[config.mk]
export PLATFORM = sky130hd
export DESIGN_NAME = load_store_unit
export DESIGN_NICKNAME = d
export VERILOG_FILES = /design/src/rtl/load_store_unit_pkg.sv /design/src/rtl/load_store_unit_mask_gen.sv /design/src/rtl/load_store_unit.sv
export SDC_FILE = /design/constraint.sdc
export NUM_CORES = 1
export LEC_CHECK = 0
export CORE_MARGIN = 2
export CORE_UTILIZATION = 44
export DETAILED_ROUTE_END_ITERATION = 8
export PLACE_DENSITY = 0.85
export SLEW_MARGIN = 20
export SYNTH_ARGS = -nofsm -noshare
export SYNTH_HDL_FRONTEND = slang
export SYNTH_HIERARCHICAL = 1
export SYNTH_SLANG_ARGS = --single-unit
[constraint.sdc]
create_clock -name clk -period 4.83 [get_ports clk]
set_clock_uncertainty 0.05 [all_clocks]
set_input_delay 0.966 -clock clk [delete_from_list [all_inputs] [get_ports clk]]
set_output_delay 0.966 -clock clk [all_outputs]
set_load 0.01 [all_outputs]
[src/rtl/load_store_unit_pkg.sv]
// Shared definitions for the load/store unit: RISC-V funct3 codes, the
// memory sign_mask encoding and the handshake FSM state encoding.
package lsu_pkg;

  // RISC-V load funct3 codes; SB/SH/SW reuse the LB/LH/LW codes.
  localparam logic [2:0] F3_LB  = 3'b000;
  localparam logic [2:0] F3_LH  = 3'b001;
  localparam logic [2:0] F3_LW  = 3'b010;
  localparam logic [2:0] F3_LBU = 3'b100;
  localparam logic [2:0] F3_LHU = 3'b101;

  // Size field of the memory sign_mask (bits [2:0]).
  localparam logic [2:0] MASK_B = 3'b001;
  localparam logic [2:0] MASK_H = 3'b011;
  localparam logic [2:0] MASK_W = 3'b111;

  // sign_mask bit that requests sign extension from the memory.
  localparam int MASK_EXT_BIT = 3;

  // Handshake FSM states.
  typedef enum logic [1:0] {
    ST_IDLE  = 2'b00,
    ST_ISSUE = 2'b01,
    ST_WAIT  = 2'b10,
    ST_RESP  = 2'b11
  } lsu_state_e;

endpackage

[src/rtl/load_store_unit_mask_gen.sv]
// Combinational funct3 decoder: produces the memory sign_mask, a legality
// flag for the funct3 code, and a natural-alignment flag from addr[1:0].
module lsu_mask_gen
  import lsu_pkg::*;
(
  input  logic [2:0] funct3_i,
  input  logic [1:0] addr_lo_i,
  output logic [3:0] sign_mask_o,
  output logic       legal_o,
  output logic       misaligned_o
);

  // Decode access size/extension and check alignment for the requested size.
  always_comb begin
    sign_mask_o  = 4'b0000;
    legal_o      = 1'b0;
    misaligned_o = 1'b0;
    case (funct3_i)
      F3_LB: begin
        sign_mask_o               = {1'b0, MASK_B};
        sign_mask_o[MASK_EXT_BIT] = 1'b1;
        legal_o                   = 1'b1;
      end
      F3_LH: begin
        sign_mask_o               = {1'b0, MASK_H};
        sign_mask_o[MASK_EXT_BIT] = 1'b1;
        legal_o                   = 1'b1;
        misaligned_o              = addr_lo_i[0];
      end
      F3_LW: begin
        // A full word needs no extension, so the extend bit stays clear.
        sign_mask_o  = {1'b0, MASK_W};
        legal_o      = 1'b1;
        misaligned_o = (addr_lo_i != 2'b00);
      end
      F3_LBU: begin
        sign_mask_o = {1'b0, MASK_B};
        legal_o     = 1'b1;
      end
      F3_LHU: begin
        sign_mask_o  = {1'b0, MASK_H};
        legal_o      = 1'b1;
        misaligned_o = addr_lo_i[0];
      end
      default: begin
        sign_mask_o  = 4'b0000;
        legal_o      = 1'b0;
        misaligned_o = 1'b0;
      end
    endcase
  end

endmodule

[src/rtl/load_store_unit.sv]
// Load/store unit between the MEM stage and the data memory. Accepts one
// access at a time, issues a single memread/memwrite strobe, follows the
// memory's busy (clk_stall) pulse, returns load data and aborts a lost
// handshake after TIMEOUT_CYCLES.
// Optional build macro: LSU_MISALIGN_TRAP_EN -- traps misaligned halfword/
// word accesses and illegal funct3 codes with a one-cycle err_misalign pulse.
module load_store_unit
  import lsu_pkg::*;
#(
  parameter int TIMEOUT_CYCLES = 16,
  parameter int ADDR_W         = 32
) (
  input  logic              clk,
  input  logic              rst_n,
  input  logic              req_valid_i,
  input  logic              req_write_i,
  input  logic [2:0]        req_funct3_i,
  input  logic [ADDR_W-1:0] req_addr_i,
  input  logic [31:0]       req_wdata_i,
  output logic              pipe_stall_o,
  output logic              load_valid_o,
  output logic [31:0]       load_data_o,
  output logic              err_timeout_o,
  output logic              err_misalign_o,
  output logic [ADDR_W-1:0] mem_addr_o,
  output logic [31:0]       mem_wdata_o,
  output logic              mem_memread_o,
  output logic              mem_memwrite_o,
  output logic [3:0]        mem_sign_mask_o,
  input  logic              mem_stall_i,
  input  logic [31:0]       mem_rdata_i
);

  localparam int                CNT_W    = $clog2(TIMEOUT_CYCLES + 1);
  localparam logic [CNT_W-1:0] CNT_LAST = CNT_W'(TIMEOUT_CYCLES - 1);
  localparam logic [CNT_W-1:0] CNT_ONE  = CNT_W'(1);

  lsu_state_e        state_q;
  logic [ADDR_W-1:0] addr_q;
  logic [31:0]       wdata_q;
  logic              write_q;
  logic [3:0]        mask_q;
  logic [31:0]       load_data_q;
  logic              load_valid_q;
  logic              err_timeout_q;
  logic              err_misalign_q;
  logic              seen_busy_q;
  logic              stall_prev_q;
  logic [CNT_W-1:0]  cnt_q;

  logic [3:0]        dec_mask_s;
  logic              legal_s;
  logic              misaligned_s;
  logic              accept_s;
  logic              issue_go_s;

  lsu_mask_gen u_mask_gen (
    .funct3_i     (req_funct3_i),
    .addr_lo_i    (req_addr_i[1:0]),
    .sign_mask_o  (dec_mask_s),
    .legal_o      (legal_s),
    .misaligned_o (misaligned_s)
  );

`ifdef LSU_MISALIGN_TRAP_EN
  assign accept_s = legal_s & ~misaligned_s;
`else
  // Misaligned accesses go to memory unchanged; the flag is not needed.
  logic unused_misalign_s;
  assign unused_misalign_s = misaligned_s;
  assign accept_s          = legal_s;
`endif

  // The strobe waits for a memory that was still busy in the previous
  // cycle. Using the registered busy flag keeps mem_stall off the strobe's
  // combinational path, so a memory that raises clk_stall from memread
  // cannot form a loop.
  assign issue_go_s = (state_q == ST_ISSUE) && !stall_prev_q;

  // Handshake FSM, timeout counter and all registered outputs.
  always_ff @(posedge clk or negedge rst_n) begin
    if (!rst_n) begin
      state_q        <= ST_IDLE;
      addr_q         <= '0;
      wdata_q        <= 32'h0000_0000;
      write_q        <= 1'b0;
      mask_q         <= 4'b0000;
      load_data_q    <= 32'h0000_0000;
      load_valid_q   <= 1'b0;
      err_timeout_q  <= 1'b0;
      err_misalign_q <= 1'b0;
      seen_busy_q    <= 1'b0;
      stall_prev_q   <= 1'b0;
      cnt_q          <= '0;
    end else begin
      load_valid_q   <= 1'b0;
      err_timeout_q  <= 1'b0;
      err_misalign_q <= 1'b0;
      stall_prev_q   <= mem_stall_i;
      case (state_q)
        ST_IDLE: begin
          if (req_valid_i && accept_s) begin
            addr_q  <= req_addr_i;
            wdata_q <= req_wdata_i;
            write_q <= req_write_i;
            mask_q  <= dec_mask_s;
            cnt_q   <= '0;
            state_q <= ST_ISSUE;
          end else begin
`ifdef LSU_MISALIGN_TRAP_EN
            err_misalign_q <= req_valid_i;
`endif
            state_q <= ST_IDLE;
          end
        end
        ST_ISSUE: begin
          if (issue_go_s) begin
            // The strobe cycle itself counts toward the timeout window.
            cnt_q       <= CNT_ONE;
            seen_busy_q <= 1'b0;
            state_q     <= ST_WAIT;
          end else if (cnt_q == CNT_LAST) begin
            err_timeout_q <= 1'b1;
            state_q       <= ST_IDLE;
          end else begin
            cnt_q <= cnt_q + CNT_ONE;
          end
        end
        ST_WAIT: begin
          if (seen_busy_q && !mem_stall_i) begin
            if (!write_q) begin
              load_data_q  <= mem_rdata_i;
              load_valid_q <= 1'b1;
            end
            state_q <= ST_RESP;
          end else if (cnt_q == CNT_LAST) begin
            err_timeout_q <= 1'b1;
            state_q       <= ST_IDLE;
          end else begin
            cnt_q <= cnt_q + CNT_ONE;
            if (mem_stall_i) begin
              seen_busy_q <= 1'b1;
            end
          end
        end
        ST_RESP: begin
          state_q <= ST_IDLE;
        end
        default: begin
          state_q <= ST_IDLE;
        end
      endcase
    end
  end

  // Stall rises in the acceptance cycle and covers ISSUE and WAIT.
  assign pipe_stall_o    = ((state_q == ST_IDLE) && req_valid_i && accept_s) ||
                           (state_q == ST_ISSUE) || (state_q == ST_WAIT);
  assign mem_memread_o   = issue_go_s && !write_q;
  assign mem_memwrite_o  = issue_go_s && write_q;
  assign mem_addr_o      = addr_q;
  assign mem_wdata_o     = wdata_q;
  assign mem_sign_mask_o = mask_q;
  assign load_valid_o    = load_valid_q;
  assign load_data_o     = load_data_q;
  assign err_timeout_o   = err_timeout_q;
  assign err_misalign_o  = err_misalign_q;

endmodule
# After elaboration in Yosys (flattened, before gate mapping)

Index checks and enable logic that the tools add are counted.

Word-level logic and storage cells: 71
Flip-flop bits (word level): 112
Output and inout port bits: 106

Reductions and logical operators: 21
Add/sub/neg operators: 1
Equality and inequality tests: 13
Muxes and demuxes: 24
Bitwise gates (word level): 1

Operators with widths:

| operator              | number |
|---|---|
| $mux W5               | 4 |
| $pmux W4 S5           | 1 |
| $pmux W5 S3           | 1 |
| $mux W1               | 12 |
| $ne A2 B2 Y1 const B  | 5 |
| $pmux W2 S4           | 1 |
| $logic_and A1 B1 Y1   | 7 |
| $eq A3 B3 Y1 const B  | 2 |
| $mux W2               | 3 |
| $reduce_and A3 Y1     | 2 |
| $add A5 B1 Y5 const B | 1 |
| $eq A5 B4 Y1 const B  | 1 |
| $reduce_and A5 Y1     | 1 |
| $reduce_or A5 Y1      | 1 |
| $eq A2 B2 Y1 const B  | 2 |
| $pmux W1 S2           | 2 |
| $eq A3 B1 Y1 const B  | 1 |
| $eq A3 B2 Y1 const B  | 1 |
| $logic_not A1 Y1      | 3 |
| $logic_not A3 Y1      | 1 |
| $reduce_bool A3 Y1    | 1 |
| $eq A2 B1 Y1 const B  | 1 |
| $logic_not A2 Y1      | 1 |
| $logic_or A1 B1 Y1    | 2 |
| other kinds (3)       | 3 |

# Logic depth before layout (Yosys ltp)

Gate-level depths: netlist of run 1.

Depth in word-level cells: 6
Mapped depth: 6
Depth with buffers taken out: 6

# Modules after synthesis

The synthesis of run 1 kept the hierarchy.

By module, submodules not included:

| module          | area an instance (µm²) | cells an instance | sequential area each (µm²) | times used |
|---|---|---|---|---|
| load_store_unit | 4390.5                 | 279               | 2802.7                     | 1 |
| lsu_mask_gen    | 61.3                   | 9                 | 0.0                        | 1 |

# Worst setup path before layout of run 1

OpenSTA, ideal clock, no wires.

Path kind: input port to output port
Start point: input req_funct3_i[0]
End point: output pipe_stall_o
Stages on the path: 4
Slack: 2.019 ns
Buffers on the path: 1
Arrival: 1.795 ns
Cell sequence: o21ai_0 > nand3_1 > buf_2 > nand2_1

Cells in the longest elaborated chain, start to end: 6
Elaborated cells on any way between the ends: 10
Classes of those cells: eq/ne (4); mux (1); reduce/logical (5)

RTL lines:

| element                              | line                           | text |
|---|---|---|
| start: declaration                   | load_store_unit.sv:17          | `input logic [2:0] req_funct3_i,` |
| $eq A3 B1 Y1 (tied with other cells) | load_store_unit_mask_gen.sv:18 | `case (funct3_i)` |
| $reduce_or A5 Y1 (no line) *         | n/a                            |  |
| $mux W1 *                            | load_store_unit_mask_gen.sv:18 |  |
| $logic_and A1 B1 Y1 *                | load_store_unit.sv:157         | `assign pipe_stall_o = ((state_q == ST_IDLE) && req_valid_i && accept_s) \|\|` |
| $logic_or A1 B1 Y1 *                 | load_store_unit.sv:157         |  |
| $logic_or A1 B1 Y1 *                 | load_store_unit.sv:158         | `(state_q == ST_ISSUE) \|\| (state_q == ST_WAIT);` |
| end: declaration                     | load_store_unit.sv:20          | `output logic pipe_stall_o,` |

Mark *: on every way between the ends. The rest lies on a longest branch, timed or not.

# Worst setup path after layout of run 1

Start point: input req_funct3_i[2]
End point: output pipe_stall_o

Cells in the longest elaborated chain, start to end: 6
Elaborated cells on any way between the ends: 10
Classes of those cells: eq/ne (4); mux (1); reduce/logical (5)

RTL lines:

| element                              | line                           | text |
|---|---|---|
| $eq A3 B1 Y1 (tied with other cells) | load_store_unit_mask_gen.sv:18 |  |
| $reduce_or A5 Y1 (no line) *         | n/a                            |  |
| $mux W1 *                            | load_store_unit_mask_gen.sv:18 |  |
| via accept_s                         | load_store_unit.sv:54          | `logic accept_s;` |
| $logic_and A1 B1 Y1 *                | load_store_unit.sv:157         |  |
| $logic_or A1 B1 Y1 *                 | load_store_unit.sv:157         |  |
| $logic_or A1 B1 Y1 *                 | load_store_unit.sv:158         |  |

Mark *: on every way through the listed nets, which the timed path passes. The rest lies on a longest branch.

==> impl.org, run 1 <==
** Status
- The flow ran to the end, and the final reports show no timing, DRC or antenna violations.

** Die
- Die Y-Extent :: 104 um
- During I/O placement, the number of pins put on the boundary was 210.
- Starting Density :: 0.453
- Die W :: 104 um
- The core region is 9770 um2.
- The floorplan has 36 rows.
- Die ar. :: 10900 um2

** Route
- The final route contains 3091 vias.
- Starting DRT DRC Count :: 90
- The count of nets left with antenna violations once routing finished came out at 0.
- Detailed-route wire length per cell :: 16.0 um
- Routed wire length :: 10.1 mm
- For this run, the detailed router's first-pass iteration total came to 4.
- Via-to-Cell Ratio :: 4.90
- # DRC :: 0

** Synth
- Net count after synthesis :: 395
- The mapped netlist covers 4430 um2.
- Yosys warning total :: 6
- Synthesis handed over a netlist of 285 instances.
- Mean instance size in the synthesized netlist :: 15.6 um2

** CTS
- Register clock-pin slew on the reported worst setup and hold paths :: 90 ps
- TritonCTS built the clock tree.
- Clock insertion delay at the later pin of the skew report :: 350 ps
- The clock passes through at most 2 buffers.
- In this run the clock root is driven by a sky130_fd_sc_hd__clkbuf_8.
- Number of buffers inserted during clock tree synthesis :: 9
- CTS built an H-tree with a depth of 3.
- Buffers inserted by post-CTS timing repair :: 0
- Total number of clock tree sinks :: 112
- CTS Hold Buffers Added :: 0
- Post-cts gate resize count :: 0

** Run
- The tool flagged a number of max-cap violations equal to 0.

** Timing
- Measured against its own limit, the worst slew margin works out to 0.378.
- Unrepaired setup endpoints after global routing :: no
- Number of endpoints failing setup at the final stage :: 0
- Hold violation total from the final report :: 0
- For the final routed database, the setup TNS stands at 0 ps.
- Based on the critical path, the design can be clocked at up to 268 MHz.
- For the pin with the worst max-slew slack, the measured transition is 932 ps.
- Subtracting the final worst setup slack from the clock period gives 3730 ps.
- The final count of pins violating max slew came to 0.
- Of the available clock period, the critical path in the final layout requires 0.771.

** GRT
- In the global route stage, met1 resource usage came out at 0.222.
- In the global route stage, overall resource usage came out at 0.189.
- Met3 Resource Use GR :: 0.0589
- Maximum number of pins on one net before global-route repair :: 77
- Wire length of the first global-routing pass :: 16.3 mm
- The number of antenna violations at the first check in global routing came to 0.
- Global routing finished with a remaining overflow of 0.
- After global routing, the most crowded layer is met2.
- Met2 Track Usage GR :: 0.323
- Number of global-route vias before repair :: 3261

** Cells and area
- Final cell area excluding filler cells :: 6780 um2
- The repair_antennas step left the layout with diodes totalling 0.
- Layout cell share with drive strength beyond 1 :: 0.245
- NumNets Final :: 604
- Post-synthesis to final-layout area growth :: 53.0%
- Number of fill cells :: 720

** Power and ir drop
- Overall power after layout :: 2.65 mW
- Largest voltage drop on the vdd net :: 0.222 mV
- In this run the power density over the cells is 390 nW/um2.
- Total leakage power :: 2.84 nW

** Setup path
- Sequence of cells on the critical path :: clkdlybuf4s50_1, o21ai_0, nand3_4, nand2_1, clkdlybuf4s50_1
- At the worst endpoint, the required time is 3810 ps.
- The worst setup path is of the in -> out kind.
- The most numerous cell type found on the critical path is sky130_fd_sc_hd__clkdlybuf4s50_1.
- Critical path arrival :: 2710 ps
- Highest fanout seen on the critical path :: 4
- Category of the worst setup path launch point :: primary input
- For the worst flop-to-flop path, the logic depth is 5.
- For this design, the slowest cell found on the critical path is sky130_fd_sc_hd__clkdlybuf4s50_1.
- On the worst path, the slowest cell contributes a delay of 580 ps.
- STA classifies the critical path endpoint as a primary output.

** Placed design
- Detailed-placement wirelength estimate :: 7.56 mm
- GP Congestion :: 0.760
- Buffers placed on the I/O ports in this run total 208.
- Placed standard-cell area :: 6620 um2

** Worst hold path
- Hold depth :: 1
- Class of the most critical hold timing path :: reg -> reg
critical path: cells and delay by family:
family | cells | cell delay (ps)
AND/OR/NAND/NOR | 2 | 220
buffers and inverters | 2 | 1030
AO/OA/AOI/OAI | 1 | 490
sequential cells by signal, summed over array words and instances, names as in the netlist:
name,flops
stall_prev_q,1
seen_busy_q,1
load_data_o,32
mem_wdata_o,32
load_valid_o,1
write_q,1
err_timeout_o,1
mem_sign_mask_o,4
state_q,2
cnt_q,5
mem_addr_o,32
power breakdown:
group | leakage [nW] | internal, mW | switching, mW | total (mW)
registers | 1.36 | 1.15 | 0.107 | 1.25
clock network | 0.0838 | 0.215 | 0.279 | 0.494
logic | 1.40 | 0.586 | 0.315 | 0.901
through the flow:
stage | instances | util | setup WS [ps] | hold slack [ps]
CTS | 631 | 0.694 | 1090 | 463
detailed placement | 616 | 0.677 | 1090 | 442
floorplan | 285 | - | 2020 | 464
global placement | 616 | 0.677 | 1100 | 436
global route | 631 | 0.694 | 954 | 478
finish | 631 | 0.694 | 1100 | 459
cell usage in the layout, fill, tap and decap left out, drive strengths merged:
cell           count
o31ai              1
or2                2
dfrtp            112
nand3b             1
buf                3
a41oi              1
mux2             101
ha                 6
o21ai              3
and4b              1
clkdlybuf4s50    207
nand2b             1
o221ai             1
nor2               6
a211oi             1
clkbuf            15
nor2b              2
a31oi              2
nand4              1
a21boi             2
nand2              8
or3                1
nor3b              1
conb               1
and2b              1
inv                3
a41o               1
nand3              3
and3b              1
a21oi              9
area by class of cell:
cell class	instances	area, um2	share of cell area
clock buffer	15	166	0.0245
inverter	3	11.3	0.00166
multi-input combinational	158	1540	0.227
sequential	112	2800	0.413
tap	133	166	0.0245
timing repair buffer	210	2090	0.309
per-layer routing:
| metal | routed length, um | vias up |
|---|---|---|
| met3 | 817 | 14 |
| met1 | 4050 | 1526 |
| met4 | 179 | 0 |
| li1 | - | 1417 |
| met2 | 5040 | 134 |
| met5 | 0 | - |
final timing paths:
kind | startpoint | endpoint | slack (ps)
worst min register to register | mem_addr_o[29] | mem_addr_o[29] | 460
worst max-delay path | req_funct3_i[2] | pipe_stall_o | 1100
max in group asynchronous | rst_n | mem_addr_o[27] | 2990
min in group asynchronous | rst_n | load_data_o[27] | 690
worst max register to register | state_q[0] | load_data_o[18] | 2580
worst min-delay path | mem_addr_o[29] | mem_addr_o[29] | 460
Power figures use the tool's default switching activity.
==> run 2: changes to the inputs <==
--- a/config.mk
+++ b/config.mk
@@ -6,9 +6,9 @@
 export NUM_CORES = 1
 export LEC_CHECK = 0
 export CORE_MARGIN = 2
-export CORE_UTILIZATION = 44
+export CORE_UTILIZATION = 37
 export DETAILED_ROUTE_END_ITERATION = 8
-export PLACE_DENSITY = 0.85
+export PLACE_DENSITY = 0.76
 export SLEW_MARGIN = 20
 export SYNTH_ARGS = -nofsm -noshare
 export SYNTH_HDL_FRONTEND = slang
==> constraint.sdc (replaced) <==
create_clock -name clk -period 3 [get_ports clk]
set_clock_uncertainty 0.05 [all_clocks]
set_input_delay 0.6 -clock clk [delete_from_list [all_inputs] [get_ports clk]]
set_output_delay 0.6 -clock clk [all_outputs]
set_load 0.01 [all_outputs]
==> impl.org, run 2 (synthesis results as in run 1) <==
** Route
- In this run the remaining antenna-violating nets after routing total 0.
- For this run, design rule violations remaining after detail routing come to 0.
- Starting DRT DRC Count :: 70
- The first TritonRoute pass finished after 4 iterations.
- Routed wire length :: 10.4 mm
- Using the TritonRoute via totals, the vias-per-cell ratio works out to 4.83.
- Detailed-route wire length per cell :: 16.1 um
- The routed layout has 3118 vias.

** Die
- Core Rows :: 39
- Top-level I/O count :: 210
- In this run the horizontal extent of the chip is 113 um.
- The die covers 12900 um2.
- Measured along the y axis, the die boundary spans 113 um.
- Placeable core region :: 11600 um2
- For this configuration, the core starts out at a cell density of 0.383.

** Timing
- Measured against its own limit, the worst slew margin works out to 0.436.
- Setup repair after global routing left no endpoint under its margin.
- Number of endpoints failing setup at the final stage :: 0
- Of the available clock period, the critical path in the final layout requires 0.904.
- The clock period could shrink to 2710 ps.
- In the post-route analysis, the smallest setup slack over all paths is 289 ps.
- Final-layout setup total negative slack :: 0 ps
- On the final layout, the worst hold slack is 33.4 ps.
- Timing would allow up to 369 MHz.
- The final count of pins violating max slew was 0.
- For the pin with the worst max-slew slack, the measured transition is 846 ps.
- Hold violation total from the final report :: 0

** Power and ir drop
- P_int :: 3.65 mW
- Power density over the cells :: 693 nW/um2
- IR analysis of the VDD net gives a maximum drop of 0.392 mV.
- Total net switching power :: 1.21 mW
- Overall power after layout :: 4.86 mW
- Comb power frac :: 0.298
- Net switching fraction of the power :: 0.249
- Share of power burned in the clock network :: 0.286
- The analysis attributes to cell leakage a power of 2.95 nW.
- Of the total power, registers draw 0.416.

** CTS
- Clock root cell :: sky130_fd_sc_hd__clkbuf_16
- TritonCTS built the clock tree.
- For this design, the sink count on the clock tree is 112.
- Number of buffers inserted during clock tree synthesis :: 9
- Clock insertion delay at the later pin of the skew report :: 340 ps
- Number of buffers between clock root and the deepest sink :: 2
- Post-CTS timing repair inserted 0 buffers for setup.
- After clock tree synthesis, the clock-pin slew on the worst setup and hold paths is 70 ps.
- Total number of H-tree levels :: 3
- CTS Hold Buffers Added :: 0
- Post-cts gate resize count :: 0

** Setup path
- Of all nets on the critical path, the largest fanout is 4.
- Critical path class :: in -> out
- Category of the worst setup path launch point :: primary input
- For the worst setup path, the data arrival time is 2060 ps.
- STA classifies the critical path endpoint as a primary output.
- Worst EP required :: 2350 ps
- Count of cells along the worst register-to-register path :: 5

** Placed design
- Post-placement setup slack :: 260 ps
- Routability-driven placement finished with a final weighted congestion of 0.718.
- In this run the cell area measured after placement is 6660 um2.
- After legalization and detailed placement, the total HPWL measured 7.70 mm.
- Once placement completed, the tool counted placed cells totaling 629.
- Port buffering added 208 buffers.

** Cells and area
- Summing all non-filler instances in the final layout gives an area of 7020 um2.
- Layout cell share with drive strength beyond 1 :: 0.259
- Excluding fillers, the count of instances in the completed layout stands at 645.
- 0 antenna diodes ended up in the layout.
- Final core utilization :: 0.607
- Post-synthesis to final-layout area growth :: 58.4%
- NumNets Final :: 607
- Leading cell types in the layout, fill and taps excluded :: sky130_fd_sc_hd__clkdlybuf4s50_1, sky130_fd_sc_hd__dfrtp_1, sky130_fd_sc_hd__mux2_2
- Most common cell after layout, fill and taps aside :: sky130_fd_sc_hd__clkdlybuf4s50_1

** Run
- Count of max-cap constraint violations :: 0

** GRT
- Across every metal layer, demand over resource in global routing totals 0.162.
- Number of antenna violations at the first check in global routing :: 0
- For this run the aggregate overflow at the end of global routing stands at 0.
- Number of global-route vias before repair :: 3345
- Maximum number of pins on one net before global-route repair :: 70
- The first global-routing pass estimated 16.4 mm of wire.

** Status
- Result of the run :: finished clean

** Worst hold path
- The min-delay analysis places its worst path in the category in -> async.
[run 2: cell count changes in the layout (fill, tap and decap cells not counted), sizes merged]
cell,change
buf,+3
bufinv,+3
clkbuf,-4
clkinv,+1
clkinvlp,+1
[run 2: critical path: stages]
cell and delay (ps):
sky130_fd_sc_hd__clkdlybuf4s50_1 440, sky130_fd_sc_hd__o21ai_0 190, sky130_fd_sc_hd__buf_4 170, sky130_fd_sc_hd__nand3_4 60, sky130_fd_sc_hd__nand2_1 70, sky130_fd_sc_hd__clkdlybuf4s50_1 530
[run 2: power groups by stage]
stage	Combinational, mW	Clock (mW)	Sequential, mW
detailed placement	1.47	0	2.05
global route	1.54	1.50	2.07
global placement	1.44	0	2.03
CTS	1.48	1.43	2.03
finish	1.45	1.39	2.02
floorplan	0.374	0	2.20
[run 2: area by class of cell]
cell class / count / area, um2
Clock buffer: 11 / 253
Clock inverter: 5 / 103
Fill cell: 930 / 4550
Inverter: 3 / 11.3
Multi-Input combinational cell: 158 / 1540
Sequential cell: 112 / 2800
Tap cell: 143 / 179
Timing Repair Buffer: 213 / 2130
[run 2: metal layers]
metal,wire length [um],share of wire,track usage,vias to the layer above
met5,0,0,0,-
met4,253,0.024,0.0789,0
met3,1000,0.097,0.0627,18
met2,5090,0.49,0.265,143
met1,4010,0.39,0.188,1530
li1,-,-,-,1427
[run 2: worst paths after layout]
kind                            slack [ps]             from              end
worst max-delay path                   290  req_funct3_i[0]     pipe_stall_o
worst min-delay path                    30            rst_n  load_data_o[26]
worst max register to register         830       state_q[0]  mem_wdata_o[10]
worst min register to register         450   mem_wdata_o[6]   mem_wdata_o[6]
max in group asynchronous             2200            rst_n  mem_wdata_o[29]
min in group clk                       450   mem_wdata_o[6]   mem_wdata_o[6]
